===== config.mk =====
export PLATFORM = sky130hd
export DESIGN_NAME = io_stall_fsm
export DESIGN_NICKNAME = d
export VERILOG_FILES = /design/src/rtl/io_stall_fsm.sv
export SDC_FILE = /design/constraint.sdc
export NUM_CORES = 1
export LEC_CHECK = 0
export CAP_MARGIN = 20
export CORE_MARGIN = 2
export CORE_UTILIZATION = 30
export CTS_CLUSTER_DIAMETER = 40
export DETAILED_ROUTE_END_ITERATION = 8
export SLEW_MARGIN = 20
export SYNTH_ARGS = -nofsm -noshare
export SYNTH_HDL_FRONTEND = slang
export SYNTH_SLANG_ARGS = --single-unit

===== constraint.sdc =====
create_clock -name clk -period 2.2 [get_ports clk]
set_clock_uncertainty 0.15 [all_clocks]
set_input_delay 0.44 -clock clk [delete_from_list [all_inputs] [get_ports clk]]
set_output_delay 0.44 -clock clk [all_outputs]
set_load 0.05 [all_outputs]

===== src/rtl/io_stall_fsm.sv =====
// io_stall_fsm: pipeline stall/flush/halt sequencer with multi-channel IO handshake and timeout
// Ports: clk, reset (sync, active-high); decode inputs InstrValid/Op/FuncID/ChSel;
//   IOReady per channel; FlashEnable (branch taken); DivBusy (divider running).
//   Outputs IOReq (one-hot), IODir, IOWaiting, IOAck, Flash, Stall, Halted, IOTimeout.
module io_stall_fsm #(
  parameter int NCH       = 2,
  parameter int TO_W      = 8,
  parameter int TO_EN     = 1,
  parameter int FLASH_CYC = 1,
  localparam int CHW      = (NCH > 1) ? $clog2(NCH) : 1
) (
  input  logic           clk,
  input  logic           reset,
  input  logic           InstrValid,
  input  logic [3:0]     Op,
  input  logic [3:0]     FuncID,
  input  logic [CHW-1:0] ChSel,
  input  logic [NCH-1:0] IOReady,
  input  logic           FlashEnable,
  input  logic           DivBusy,
  output logic [NCH-1:0] IOReq,
  output logic           IODir,
  output logic           IOWaiting,
  output logic           IOAck,
  output logic           Flash,
  output logic           Stall,
  output logic           Halted,
  output logic           IOTimeout
);
  typedef enum logic [2:0] {RUN, IOWAIT, IOACK, FLUSH, HALT, ERR} state_t;
  localparam logic [TO_W-1:0] TO_LAST = {{(TO_W-1){1'b1}}, 1'b0};
  localparam logic [2:0] FL_INIT = 3'(FLASH_CYC - 1);
  state_t state_q, state_d;
  logic [CHW-1:0] ch_q, ch_d;
  logic dir_q, dir_d;
  logic [TO_W-1:0] to_cnt_q, to_cnt_d;
  logic [2:0] fl_cnt_q, fl_cnt_d;
  logic io_dec, halt_dec;
  assign io_dec   = InstrValid && Op == 4'h0 && (FuncID == 4'h1 || FuncID == 4'h2);
  assign halt_dec = InstrValid && Op == 4'h0 && FuncID == 4'h0;
  always_ff @(posedge clk) begin
    if (reset) begin
      state_q  <= RUN;
      ch_q     <= '0;
      dir_q    <= 1'b0;
      to_cnt_q <= '0;
      fl_cnt_q <= '0;
    end else begin
      state_q  <= state_d;
      ch_q     <= ch_d;
      dir_q    <= dir_d;
      to_cnt_q <= to_cnt_d;
      fl_cnt_q <= fl_cnt_d;
    end
  end
  always_comb begin
    state_d  = state_q;
    ch_d     = ch_q;
    dir_d    = dir_q;
    to_cnt_d = to_cnt_q;
    fl_cnt_d = fl_cnt_q;
    case (state_q)
      RUN: begin
        if (FlashEnable) begin
          state_d  = FLUSH;
          fl_cnt_d = FL_INIT;
        end else if (halt_dec) begin
          state_d = HALT;
        end else if (io_dec) begin
          state_d  = IOWAIT;
          ch_d     = ({1'b0, ChSel} < (CHW+1)'(NCH)) ? ChSel : '0;
          dir_d    = FuncID == 4'h2;
          to_cnt_d = '0;
        end
      end
      IOWAIT: begin
        if (IOReady[ch_q]) state_d = IOACK;
        else if (TO_EN != 0 && to_cnt_q == TO_LAST) state_d = ERR;
        else to_cnt_d = to_cnt_q + 1'b1;
      end
      IOACK: state_d = RUN;
      FLUSH: begin
        if (FlashEnable) fl_cnt_d = FL_INIT;
        else if (fl_cnt_q == 3'd0) state_d = RUN;
        else fl_cnt_d = fl_cnt_q - 3'd1;
      end
      default: state_d = state_q;
    endcase
  end
  // outputs are forced quiet (Stall held) while reset is asserted
  always_comb begin
    IOReq     = (!reset && state_q == IOWAIT) ? NCH'(1) << ch_q : '0;
    IODir     = !reset && dir_q;
    IOWaiting = !reset && state_q == IOWAIT;
    IOAck     = !reset && state_q == IOACK;
    Flash     = !reset && state_q == FLUSH;
    Halted    = !reset && state_q == HALT;
    IOTimeout = !reset && state_q == ERR;
    Stall     = reset || DivBusy || state_q == HALT || state_q == ERR || state_q == IOWAIT ||
                (state_q == RUN && (io_dec || halt_dec) && !FlashEnable);
  end
endmodule


==> impl_metrics.env <==
export IMPL_status="finished clean"
export IMPL_netlist_area_mm2=0.00109
export IMPL_yosysSeqAreaShare=0.294
export IMPL_ys_types=44
export IMPL_syn_inst=136
export IMPL_ant_nets=0
export IMPL_ys_ff_latch=16
export IMPL_drtIter0Drc=47
export IMPL_end_kind="flip-flop"
export IMPL_crit_required_ns=2.29
export IMPL_cp_max_fo=6
export IMPL_power_leakage_nw=0.688
export IMPL_fmax_ghz=0.457
export IMPL_clock_latency_ns=0.30
export IMPL_cts_tree="done"
export IMPL_rrSetupSlack_ns=0.17
export IMPL_final_core_util=0.508
export IMPL_seq_area_um2=324
export IMPL_synth_area_leaders="dfxtp_1, nor2_1, a21oi_1, ha_1, nand2_1"
export IMPL_finalCritPeriodShare=0.994
export IMPL_io_buffers=24
export IMPL_stdcell_count=235
export IMPL_yosysTopAreaCell="dfxtp_1"
export IMPL_slew_headroom=0.718
export IMPL_synth_nets=156
export IMPL_vias=1218
export IMPL_antenna_cells=0
export IMPL_period_minus_slack_ns=2.19
export IMPL_dp_cells=225
export IMPL_grt_max_degree=12
export IMPL_holdWs_ns=0.324
export IMPL_max_cap_violations=0
export IMPL_reg2reg_depth=7
export IMPL_multi_input_area_um2=747
export IMPL_hp_start="dir_q$_SDFFE_PP0P_"
export IMPL_dieArea_mm2=0.00413
export IMPL_clock_sinks=16
export IMPL_start_kind="input pin"
export IMPL_cp_arrival_ns=2.28
export IMPL_fillers=344
export IMPL_async_reset_ff_frac=0
export IMPL_wl_met2_mm=1.53
export IMPL_routed_via_density=5.18
export IMPL_pre_cts_slack_ns=-0.537
export IMPL_area_growth_pct=59.5
export IMPL_die_x_um=64.2
export IMPL_drc=0
export IMPL_wl_per_cell_um=13.1
export IMPL_fin_ws_ns=0.0131
export IMPL_tns_ns=0
export IMPL_finalHoldViolCount=0
export IMPL_core_mm2=0.00342
export IMPL_cts_root_buffer="clkbuf_4"
export IMPL_rows=21
export IMPL_nets=210
export IMPL_ys_warn_count=0
export IMPL_crit_type="input pin to flip-flop"
export IMPL_antenna_found_initial=0
export IMPL_rsz0062_at_grt="true"
export IMPL_setup_viol=0
export IMPL_worstHoldPathType="flip-flop to flip-flop"
export IMPL_final_common_cell="buf_4"
export IMPL_hpwl_mm=2.30
export IMPL_grt_pass1_wl_mm=5.18
export IMPL_boundaryPins=25
export IMPL_powerDensity_mw_per_mm2=754
export IMPL_gr_total_overflow=0
export IMPL_grt_use_total=0.157
export IMPL_die_height_um=64.2
export IMPL_drt_total_wl_mm=3.07
export IMPL_clockBufferDepth=2
export IMPL_path_clk_slew_ns=0.11
export IMPL_synth_edff_count=0
export IMPL_ys_flop_type="dfxtp_1"
export IMPL_worst_pin_slew_ns=0.411
export IMPL_grt_pass1_vias=1173
export IMPL_detail_route_first_pass_iterations=5
export IMPL_drive_gt1_frac=0.360
export IMPL_avgSynthCellArea_um2=8.00
export IMPL_cts_buffers=3
export IMPL_final_cell_mix="buf_4, dfxtp_1, nand2_1, nor2_1"
export IMPL_worstReg2RegEnd="state_q[1]$_SDFFE_PP0P_"
export IMPL_whs_endpoint="dir_q$_SDFFE_PP0P_"
export IMPL_synth_top_cell_area_share=0.294
export IMPL_gp_congestion=0.849
export IMPL_slew_viol_final=0
export IMPL_htreeDepth=1
export IMPL_ir_drop_mv=0.314
export IMPL_initial_core_util=0.319
export IMPL_min_path_cells=2
export IMPL_regToRegStartpoint="state_q[2]$_SDFFE_PP0P_"
export IMPL_wl_met1_mm=1.38
export IMPL_top_layer_used="met4"
export IMPL_wl_met3_um=138
-- sequential cells by signal, summed over array words and instances (netlist names) --
signal    cells
state_q       3
to_cnt_q      8
ch_q          1
fl_cnt_q      3
dir_q         1
-- worst max-delay path by stage --
stage | startpoint | endpoint | depth (start not counted)
after floorplan | reset | Halted | 4
after global placement | Op[1] | to_cnt_q[1]$_SDFFE_PP0P_ | 6
after detailed placement | Op[1] | to_cnt_q[1]$_SDFFE_PP0P_ | 6
after CTS | reset | Flash | 4
after global routing | FuncID[2] | to_cnt_q[1]$_SDFFE_PP0P_ | 6
final | FuncID[2] | to_cnt_q[1]$_SDFFE_PP0P_ | 6
-- synthesized netlist by cell type (3+ instances only) --
library cell / n
o31ai_1: 6
or4_1: 3
nor2_1: 14
or3_1: 4
inv_1: 9
nor3_1: 6
o311ai_0: 5
nand2_1: 12
nand3_1: 3
ha_1: 4
dfxtp_1: 16
a21oi_1: 10
-- stage by stage --
stage,instance area [µm²],power (mW)
global placement,1630,1.03
global route,1740,1.39
floorplan,1100,0.779
finish,1740,1.31
CTS,1720,1.30
detailed placement,1630,1.05
-- logic make-up after synthesis --
group | synth area share
compound gates | 0.249
xor+xnor | 0.00805
fa+ha+maj | 0.0460
buf+inv | 0.0713
flops | 0.294
mux | 0.0184
simple gates | 0.313
-- repair_timing --
action,4_1_cts,5_1_grt
setup buffers,6,0
pin swaps,10,4
setup endpoints to repair,16,10
gates resized for setup,31,8
hold buffers,0,0
-- power by group --
group          internal, mW  switching [mW]  total (mW)
Sequential            0.318          0.0562       0.375
Combinational         0.347           0.379       0.727
Clock                 0.101           0.107       0.208
Total                 0.767           0.543        1.31
-- area by class of cell --
| type | instances | share of cell area |
|---|---|---|
| repair buffers | 54 | 0.310 |
| multi-input cells | 106 | 0.430 |
| flip-flops and latches | 16 | 0.187 |
| inverters | 9 | 0.0195 |
| clock buffers | 4 | 0.0209 |
| well taps | 46 | 0.0331 |
-- worst max-delay path, stage by stage --
cell	delay [ns]
clkdlybuf4s15_1	0.18
or4b_4	0.51
and4bb_2	0.35
o22ai_4	0.10
or4_1	0.56
a21oi_2	0.13
-- per-layer routing --
metal | vias up | GRT usage
met1 | 564 | 0.194
met4 | 0 | 0.0319
met2 | 32 | 0.275
li1 | 618 | -
met5 | - | 0
met3 | 4 | 0.0405
Power figures use the tool's default switching activity.
